### src/rtl/l2_port_arbiter.sv
// L2 port arbiter: shares one L2 cache port between I-cache and D-cache.
// Ports: clk/rst (async active-low), i_* (I-cache), d_* (D-cache), l2_* (L2).
// Optional: define ARB_ROUND_ROBIN_EN for round-robin tie breaking.
module l2_port_arbiter #(
  parameter int ADDR_W = 28,
  parameter int DATA_W = 128
) (
  input  logic              clk,
  input  logic              rst,
  input  logic              i_read,
  input  logic [ADDR_W-1:0] i_addr,
  output logic [DATA_W-1:0] i_rdata,
  output logic              i_ready,
  input  logic              d_read,
  input  logic              d_write,
  input  logic [ADDR_W-1:0] d_addr,
  input  logic [DATA_W-1:0] d_wdata,
  output logic [DATA_W-1:0] d_rdata,
  output logic              d_ready,
  output logic              l2_read,
  output logic              l2_write,
  output logic [ADDR_W-1:0] l2_addr,
  output logic [DATA_W-1:0] l2_wdata,
  input  logic [DATA_W-1:0] l2_rdata,
  input  logic              l2_ready
);

  typedef enum logic [1:0] {
    IDLE,
    SERVE_I,
    SERVE_D,
    RELEASE
  } state_t;

  state_t            state_q, state_d;
  logic              l2_read_q, l2_read_d;
  logic              l2_write_q, l2_write_d;
  logic [ADDR_W-1:0] l2_addr_q, l2_addr_d;
  logic [DATA_W-1:0] l2_wdata_q, l2_wdata_d;
  logic [DATA_W-1:0] i_rdata_q, i_rdata_d;
  logic [DATA_W-1:0] d_rdata_q, d_rdata_d;
  logic              i_ready_q, i_ready_d;
  logic              d_ready_q, d_ready_d;
  logic              d_req;
  logic              grant_i;
  logic              grant_d;
`ifdef ARB_ROUND_ROBIN_EN
  // 1 = I-cache served last, 0 = D-cache served last
  logic              last_grant_q, last_grant_d;
`endif

  assign d_req = d_read | d_write;

`ifdef ARB_ROUND_ROBIN_EN
  // On a tie the port not served last wins
  assign grant_d = d_req & (~i_read | last_grant_q);
`else
  assign grant_d = d_req;
`endif
  assign grant_i = i_read & ~grant_d;

  always_comb begin
    state_d    = state_q;
    l2_read_d  = l2_read_q;
    l2_write_d = l2_write_q;
    l2_addr_d  = l2_addr_q;
    l2_wdata_d = l2_wdata_q;
    i_rdata_d  = i_rdata_q;
    d_rdata_d  = d_rdata_q;
    i_ready_d  = i_ready_q;
    d_ready_d  = d_ready_q;
`ifdef ARB_ROUND_ROBIN_EN
    last_grant_d = last_grant_q;
`endif
    unique case (state_q)
      IDLE: begin
        if (grant_d) begin
          l2_addr_d  = d_addr;
          l2_wdata_d = d_wdata;
          // write wins over an illegal read+write
          l2_write_d = d_write;
          l2_read_d  = ~d_write;
          state_d    = SERVE_D;
`ifdef ARB_ROUND_ROBIN_EN
          last_grant_d = 1'b0;
`endif
        end else if (grant_i) begin
          l2_addr_d = i_addr;
          l2_read_d = 1'b1;
          state_d   = SERVE_I;
`ifdef ARB_ROUND_ROBIN_EN
          last_grant_d = 1'b1;
`endif
        end
      end
      SERVE_I: begin
        if (l2_ready) begin
          l2_read_d  = 1'b0;
          l2_write_d = 1'b0;
          i_rdata_d  = l2_rdata;
          i_ready_d  = 1'b1;
          state_d    = RELEASE;
        end
      end
      SERVE_D: begin
        if (l2_ready) begin
          l2_read_d  = 1'b0;
          l2_write_d = 1'b0;
          if (l2_read_q) d_rdata_d = l2_rdata;
          d_ready_d  = 1'b1;
          state_d    = RELEASE;
        end
      end
      RELEASE: begin
        // no grant here: the just-acked request may still be high
        i_ready_d = 1'b0;
        d_ready_d = 1'b0;
        state_d   = IDLE;
      end
      default: state_d = IDLE;
    endcase
  end

  always_ff @(posedge clk or negedge rst) begin
    if (!rst) begin
      state_q    <= IDLE;
      l2_read_q  <= 1'b0;
      l2_write_q <= 1'b0;
      l2_addr_q  <= '0;
      l2_wdata_q <= '0;
      i_rdata_q  <= '0;
      d_rdata_q  <= '0;
      i_ready_q  <= 1'b0;
      d_ready_q  <= 1'b0;
`ifdef ARB_ROUND_ROBIN_EN
      last_grant_q <= 1'b0;
`endif
    end else begin
      state_q    <= state_d;
      l2_read_q  <= l2_read_d;
      l2_write_q <= l2_write_d;
      l2_addr_q  <= l2_addr_d;
      l2_wdata_q <= l2_wdata_d;
      i_rdata_q  <= i_rdata_d;
      d_rdata_q  <= d_rdata_d;
      i_ready_q  <= i_ready_d;
      d_ready_q  <= d_ready_d;
`ifdef ARB_ROUND_ROBIN_EN
      last_grant_q <= last_grant_d;
`endif
    end
  end

  assign l2_read  = l2_read_q;
  assign l2_write = l2_write_q;
  assign l2_addr  = l2_addr_q;
  assign l2_wdata = l2_wdata_q;
  assign i_rdata  = i_rdata_q;
  assign d_rdata  = d_rdata_q;
  assign i_ready  = i_ready_q;
  assign d_ready  = d_ready_q;

endmodule

### config.mk
export PLATFORM = sky130hd
export DESIGN_NAME = l2_port_arbiter
export DESIGN_NICKNAME = d
export VERILOG_FILES = /design/src/rtl/l2_port_arbiter.sv
export SDC_FILE = /design/constraint.sdc
export NUM_CORES = 1
export LEC_CHECK = 0
export CELL_PAD_IN_SITES_DETAIL_PLACEMENT = 1
export CELL_PAD_IN_SITES_GLOBAL_PLACEMENT = 1
export CORE_AREA = 2 2 283 285
export DETAILED_ROUTE_END_ITERATION = 8
export DIE_AREA = 0 0 285 287
export HOLD_SLACK_MARGIN = 0.1
export PLACE_DENSITY_LB_ADDON = 0.1
export SYNTH_ARGS = -nofsm -noshare
export SYNTH_HDL_FRONTEND = slang
export SYNTH_SLANG_ARGS = --single-unit
### constraint.sdc
create_clock -name clk -period 2.47 [get_ports clk]
set_input_delay 0.741 -clock clk [delete_from_list [all_inputs] [get_ports clk]]
set_output_delay 0.741 -clock clk [all_outputs]
set_load 0.01 [all_outputs]
==> results of run 1 <==
[what timing repair did]
item	in CTS	in global routing
resized for setup	0	1
setup endpoints to repair	0	1
buffers inserted	0	0
hold buffers	1	0
endpoints found under the hold margin	17	0
[logic make-up (layout without fill, tap and decap cells)]
kind of cell,count (synthesis),in the layout,synth area share [%]
simple gates,36,36,0.918
mux,417,417,29.0
compound gates,40,40,1.33
other cells,0,4,0
flops,418,418,65.0
fa+ha+maj,6,6,0.467
buf+inv,55,880,3.31
[routing by layer]
metal | global-route usage [%] | up-vias
met2 | 26.6 | 442
met3 | 6.60 | 109
li1 | - | 5019
met4 | 5.14 | 12
met5 | 0 | -
met1 | 14.9 | 5741
[cell usage after synthesis, drive strengths merged]
master    n
buf      49
o21ai    29
nor3      1
nor2      2
mux2    386
a21oi     5
o22ai     4
o31ai     1
nand3     1
nand2    31
clkbuf    2
mux2i    31
o21bai    1
dfrtp   418
inv       4
nor2b     1
ha        6
[registers in the layout, summed over array words and instances, names as in the netlist]
name,cells
d_rdata,128
i_rdata,128
l2_wdata,128
l2_addr,28
state_q,2
d_ready,1
i_ready,1
l2_read,1
l2_write,1
[through the flow]
step / hold slack, ns / instance area, um2
floorplan: 0.445 / 16100
detailed placement: 0.472 / 24900
global placement: 0.465 / 24900
CTS: 0.485 / 26700
global route: 0.507 / 26700
finish: 0.478 / 26700
[cells in the final DEF (no fill, tap or decap), types with 12 or more instances in the layout]
cell type / instances
o21ai_0: 28
dfrtp_1: 418
clkdlybuf4s50_1: 731
buf_4: 21
clkbuf_16: 55
mux2_2: 386
buf_12: 25
mux2i_1: 31
clkbuf_8: 15
nand2_1: 30
clkbuf_1: 12
[path summary, 6_finish.rpt]
path,from,slack [ns],end,depth (start not counted)
hold / removal,l2_addr[16],0.48,l2_addr[16],2
setup reg to reg,state_q[0],0.60,l2_wdata[35],6
min in group asynchronous,rst,0.59,d_rdata[33],2
setup / recovery,l2_wdata[70],0.08,l2_wdata[70],1
hold reg to reg,l2_addr[16],0.48,l2_addr[16],2
max in group asynchronous,rst,1.03,l2_wdata[30],4
[where the power goes]
group | total [W] | internal [W] | leakage (nW) | switching [W]
combinational | 0.0159 | 0.00951 | 5.24 | 0.00635
clock | 0.00775 | 0.00470 | 0.872 | 0.00305
sequential | 0.0122 | 0.0103 | 5.02 | 0.00183
[area by class of cell]
type	count	area, um2
tap	1050	1310
clock inverter	14	126
inverter	4	15.0
timing repair buffer	780	8010
multi-input combinational	499	5130
antenna	4	10.0
sequential	418	10500
clock buffer	82	1630
fill	8222	51900
==> results.txt, run 1 <==
Rows: 103
CP Cell Sequence: clkdlybuf4s50_1
clk_lat worst skew: 0.60 ns
PnR Total Power: 0.0358 W
synth-to-layout area growth: 66.0%
first-pass GRT wire length: 88900 um
Post-Route M1 WL: 21300 um
Synth Instances: 972
Top delay family on crit path: buffers and inverters
RSZ-0062 raised after global routing: false
sequential cell area fraction in the yosys report: 65.0%
Routed Antenna Nets: 0
Max Transition Viols Final: 0
initial antenna violation count: 11
main area contributors after synthesis: dfrtp_1 (65%), mux2_2 (27%), buf_6 (2.8%)
GRT Util Overall: 14.7%
Syn. warnings: 0
H-tree depth: 2
CP max stage cell: clkdlybuf4s50_1
Synth area leader: dfrtp_1
Setup WS pre-CTS: 0.0230 ns
Total Neg Setup Slack: 0 ns
Synth top area share: 65.0%
min Tclk post-route: 2.39 ns
synthesized flop and latch total: 418
WL met3: 6240 um
Hold Path Class: flip-flop to flip-flop
routed vias: 11323
skew final: 0.0215 ns
period utilization: 96.7%
post-route insts no fill: 2851
Synth Cell Area: 0.0161 mm2
Cell Pwr Density: 1340 mW/mm2
Startpoint Class: flip-flop
Nets: 2080
relative slew slack: 64.1%
CTS tree: done
CP Class: flip-flop to output port
drt drc: 0
GR Overflow Total: 0
Routed WL per cell: 21.6 um
vias in the first global route: 12827
Max VDD drop: 0.000585 V
# clock sinks: 418
final setup vio count: 0
initial drt markers: 196
P_leak: 11.1 nW
Critical Path Sink Type: output port
top fanout value on the critical path: 2
Worst Setup Slack, final: 0.0807 ns
I/O pin cnt: 734
DIE WIDTH: 285 um
port bufs: 733
outcome: finished, final reports clean
share of layout cells above drive strength 1: 29.0%
post-synthesis cell type count: 22
CTS Root Cell: clkbuf_16
drt first pass iters: 4
post-DP HPWL: 48100 um
Die ar.: 0.0818 mm2
buffers plus inverters on the worst setup path: 1
Mapped Nets: 1296
# Max-Cap Violations: 0
Arr. time, crit path: 1.65 ns
Placed Cells incl. Taps: 2750
synthesized area per cell: 16.5 um2
post-route core utilization: 34.0%
initial core utilization: 20.5%
Core Area: 0.0786 mm2
final WL: 61600 um
clock slew at reported path FFs: 0.06 ns
met2 WL post-DR: 32000 um
gpl congestion: 0.774
required time of the critical path: 1.73 ns
Worst-Margin Slew: 0.538 ns
clock buffer depth: 3
Hold Vio Cnt, Final: 0
TritonCTS buffer count: 53
die height: 287 um
largest net degree at the start of global routing: 92
max layer used: met5
Largest stage delay, worst path: 0.71 ns
Via density: 3.97
Achievable Freq: 0.419 GHz
Note: power is estimated with default switching activity, not from simulation.
==> run 2: changes to the inputs <==
--- a/config.mk
+++ b/config.mk
@@ -10,7 +10,7 @@
 export CORE_AREA = 2 2 283 285
 export DETAILED_ROUTE_END_ITERATION = 8
 export DIE_AREA = 0 0 285 287
-export HOLD_SLACK_MARGIN = 0.1
+export HOLD_SLACK_MARGIN = 0.05
 export PLACE_DENSITY_LB_ADDON = 0.1
 export SYNTH_ARGS = -nofsm -noshare
 export SYNTH_HDL_FRONTEND = slang
==> constraint.sdc (replaced) <==
create_clock -name clk -period 2.5 [get_ports clk]
set_input_delay 0.75 -clock clk [delete_from_list [all_inputs] [get_ports clk]]
set_output_delay 0.75 -clock clk [all_outputs]
set_load 0.01 [all_outputs]
==> results.txt, run 2 (synthesis results as in run 1) <==
period utilization: 95.5%
Hold WS: 0.478 ns
top fanout value on the critical path: 2
vias in the first global route: 12551
GR Overflow Total: 0
RSZ-0062 raised after global routing: false
Die ar.: 0.0818 mm2
CP max stage cell: clkdlybuf4s50_1
Routed WL per cell: 21.4 um
initial drt markers: 234
cts hold-fix bufs: 1
post-DP HPWL: 47300 um
routed vias: 11216
postcts setup bufs: 0
Logic pwr share: 44.9%
relative slew slack: 53.5%
min Tclk post-route: 2.39 ns
I/O pin cnt: 734
multi-input combinational cell area: 0.00513 mm2
R2R Path End: l2_wdata[60]
Seq pwr share: 34.4%
Via density: 3.94
Critical Path Sink Type: output port
drt drc: 0
clock buffer depth: 3
Total Neg Setup Slack: 0 ns
commonest non-fill, non-tap cell in the layout: clkdlybuf4s50_1
# fillers: 8307
CP Class: flip-flop to output port
leading cell types in the layout, fill and taps excluded: clkdlybuf4s50_1 (732), dfrtp_1 (418), mux2_2 (386), clkbuf_16 (53), mux2i_1 (31)
H-tree depth: 2
GRT Util Overall: 14.5%
register area: 0.0105 mm2
Cell Pwr Density: 1310 mW/mm2
Hold Path End: l2_addr[11]
Max VDD drop: 0.000545 V
drt first pass iters: 4
Top delay family on crit path: buffers and inverters
# Max-Cap Violations: 0
R2R Setup Slk: 0.61 ns
CTS Root Cell: clkbuf_16
synth-to-layout area growth: 64.7%
number of gates resized after CTS: 0
Max Transition Viols Final: 0
Sw Ratio: 31.5%
Crit. Startpoint: l2_wdata[63]
Startpoint Class: flip-flop
outcome: finished, final reports clean
Largest stage delay, worst path: 0.71 ns
Worst Reg-to-Reg Cells: 6
# clock sinks: 418
largest net degree at the start of global routing: 100
P_leak: 11.0 nW
PnR Total Power: 0.0348 W
Core Area: 0.0786 mm2
Routed Antenna Nets: 0
Placed Area: 0.0248 mm2
post-route core utilization: 33.7%
Hold Vio Cnt, Final: 0
first-pass GRT wire length: 87800 um
die height: 287 um
Arr. time, crit path: 1.64 ns
Int Power: 0.0238 W
clock slew at reported path FFs: 0.06 ns
worst hold path depth: 2
skew final: 0.0205 ns
Design Area, Final: 0.0265 mm2
required time of the critical path: 1.75 ns
initial core utilization: 20.5%
final WL: 60800 um
CP Cell Sequence: clkdlybuf4s50_1
Clock Power Share: 20.7%
initial antenna violation count: 10
clk_lat worst skew: 0.59 ns
Worst R2R Start: state_q[1]
final setup vio count: 0
TritonCTS buffer count: 52
gpl congestion: 0.759
DIE WIDTH: 285 um
Hold Startpoint: l2_addr[11]
buffers plus inverters on the worst setup path: 1
port bufs: 733
Hold Path Class: flip-flop to flip-flop
sw power: 0.0110 W
Rows: 103
Worst-Margin Slew: 0.697 ns
CTS tree: done
share of layout cells above drive strength 1: 28.5%
Achievable Freq: 0.419 GHz
Nets: 2074
[run 2: per-layer routing]
metal  GRT usage (%)  vias up  part of all wire, %
met2            25.9      428                   52
met4            4.74        6                  2.6
met3            5.74       77                  9.2
li1                -     5016                    -
met1            15.5     5689                   36
met5               0        -                0.039
[run 2: power groups by stage]
stage	Clock [W]	Sequential [W]	Combinational [W]
2_1_floorplan	0	0.0135	0.00466
3_3_place_gp	0	0.0120	0.0159
3_5_place_dp	0	0.0121	0.0160
4_1_cts	0.00755	0.0120	0.0160
5_1_grt	0.00782	0.0125	0.0166
6_report	0.00721	0.0120	0.0156
[run 2: area by class of cell]
type	instances	area share (%)
Tap cell	1050	4.96
Multi-Input combinational cell	499	19.4
Inverter	4	0.0567
Antenna cell	7	0.0661
Clock inverter	13	0.387
Sequential cell	418	39.5
Timing Repair Buffer	775	29.9
Clock buffer	78	5.74
[run 2: how the worst max path moves through the flow]
stage / to / slack [ns] / cells past startpoint
floorplan: l2_wdata[0] / 0.82 / 4
global placement: i_rdata[74] / 0.1 / 4
detailed placement: i_rdata[33] / 0.07 / 4
CTS: l2_read / 0.05 / 1
global route: l2_wdata[63] / 0.03 / 1
finish: l2_wdata[63] / 0.11 / 1
[run 2: per-stage QoR]
step	setup slack (ns)	cells
global placement	0.0963	2745
finish	0.112	2844
floorplan	0.824	972
CTS	0.0497	2837
detailed placement	0.0739	2745
global route	0.0334	2842
==> run 3: changes to the inputs <==
--- a/config.mk
+++ b/config.mk
@@ -11,7 +11,8 @@
 export DETAILED_ROUTE_END_ITERATION = 8
 export DIE_AREA = 0 0 285 287
 export HOLD_SLACK_MARGIN = 0.05
-export PLACE_DENSITY_LB_ADDON = 0.1
+export PLACE_DENSITY = 0.57
+export SLEW_MARGIN = 20
 export SYNTH_ARGS = -nofsm -noshare
 export SYNTH_HDL_FRONTEND = slang
 export SYNTH_SLANG_ARGS = --single-unit
==> results.txt, run 3 (synthesis results as in run 1) <==
outcome: finished, final reports clean
skew final: 0.0246 ns
post-route insts no fill: 2859
DIE WIDTH: 285 um
share of layout cells above drive strength 1: 29.3%
Routed WL per cell: 20.5 um
TritonCTS buffer count: 50
commonest non-fill, non-tap cell in the layout: clkdlybuf4s50_1
Arr. time, crit path: 1.62 ns
RSZ-0062 raised after global routing: false
GR Overflow Total: 0
buffers plus inverters on the worst setup path: 1
Startpoint Class: flip-flop
Max Transition Viols Final: 0
Hold WS: 0.0773 ns
P_leak: 11.1 nW
Hold Vio Cnt, Final: 0
Cell Pwr Density: 1310 mW/mm2
clk_lat worst skew: 0.58 ns
postcts setup bufs: 0
Routed Antenna Nets: 0
# Max-Cap Violations: 0
GRT Util Overall: 14.0%
initial antenna violation count: 4
number of gates resized after CTS: 0
final WL: 58700 um
Worst-Margin Slew: 0.447 ns
drt first pass iters: 4
CP Cell Sequence: clkdlybuf4s50_1
required time of the critical path: 1.75 ns
Nets: 2089
min Tclk post-route: 2.37 ns
CTS Root Cell: clkbuf_16
initial drt markers: 313
relative slew slack: 70.2%
Die ar.: 0.0818 mm2
Placed Cells incl. Taps: 2763
CTS tree: done
clock buffer depth: 3
leading cell types in the layout, fill and taps excluded: clkdlybuf4s50_1 (732), dfrtp_1 (418), mux2_2 (386), clkbuf_16 (51), buf_4 (39)
gpl congestion: 0.797
period utilization: 95.0%
Hold Path Class: primary input to async pin
# clock sinks: 418
Max VDD drop: 0.000690 V
post-route core utilization: 33.8%
clock slew at reported path FFs: 0.06 ns
die height: 287 um
Design Area, Final: 0.0266 mm2
CP max stage cell: clkdlybuf4s50_1
vias in the first global route: 12953
initial core utilization: 20.5%
drt drc: 0
Achievable Freq: 0.421 GHz
# fillers: 8285
synth-to-layout area growth: 65.3%
Placed Area: 0.0250 mm2
port bufs: 733
Core Area: 0.0786 mm2
Via density: 3.95
H-tree depth: 2
Top delay family on crit path: buffers and inverters
CP Class: flip-flop to output port
final setup vio count: 0
post-DP HPWL: 46200 um
Total Neg Setup Slack: 0 ns
I/O pin cnt: 734
Critical Path Sink Type: output port
cts hold-fix bufs: 0
largest net degree at the start of global routing: 75
first-pass GRT wire length: 86000 um
top fanout value on the critical path: 3
routed vias: 11295
Largest stage delay, worst path: 0.61 ns
Rows: 103
==> run 3: worst paths after layout <==
| kind | from | end | slack, ns | cells past startpoint |
|---|---|---|---|---|
| max | l2_read | l2_read | 0.13 | 1 |
| min | rst | l2_wdata[101] | 0.08 | 1 |
| max reg2reg | state_q[0] | l2_wdata[42] | 0.63 | 6 |
| min reg2reg | l2_addr[13] | l2_addr[13] | 0.48 | 2 |
| max in group asynchronous | rst | l2_wdata[127] | 1.61 | 3 |
| min in group clk | l2_addr[13] | l2_addr[13] | 0.48 | 2 |
==> run 3: stage by stage <==
step           setup WS [ns]  power (W)
6_report               0.126     0.0348
2_1_floorplan          0.824     0.0181
4_1_cts               0.0638     0.0355
3_5_place_dp          0.0879     0.0280
5_1_grt               0.0584     0.0368
3_3_place_gp           0.120     0.0277
==> run 3: cell type report <==
| type | count | area (um2) | share of cell area (%) |
|---|---|---|---|
| Antenna cell | 3 | 7.51 | 0.0282 |
| Inverter | 4 | 15.0 | 0.0565 |
| Timing Repair Buffer | 792 | 8040 | 30.2 |
| Clock buffer | 79 | 1520 | 5.72 |
| Multi-Input combinational cell | 499 | 5130 | 19.3 |
| Tap cell | 1050 | 1310 | 4.94 |
| Clock inverter | 14 | 109 | 0.409 |
| Sequential cell | 418 | 10500 | 39.3 |
==> run 3: where the power goes <==
part	total [W]	switching [W]	internal (W)
Combinational	0.0155	0.00611	0.00943
Clock	0.00717	0.00290	0.00427
Sequential	0.0121	0.00190	0.0102
==> run 3: layer usage <==
| metal | up-vias | GRT usage (%) | wire (um) |
|---|---|---|---|
| met3 | 70 | 5.30 | 5180 |
| met5 | - | 0 | 27 |
| met4 | 4 | 4.28 | 1400 |
| met1 | 5760 | 14.5 | 20500 |
| met2 | 450 | 26.0 | 31600 |
| li1 | 5011 | - | - |
==> run 3: worst register-to-register path, cell delays in order, from the launching register on <==
cell and delay, ns:
dfrtp_1 0.39, inv_1 0.11, ha_1 0.35, o21ai_4 0.12, buf_12 0.20, buf_12 0.23
mux2_2 0.37
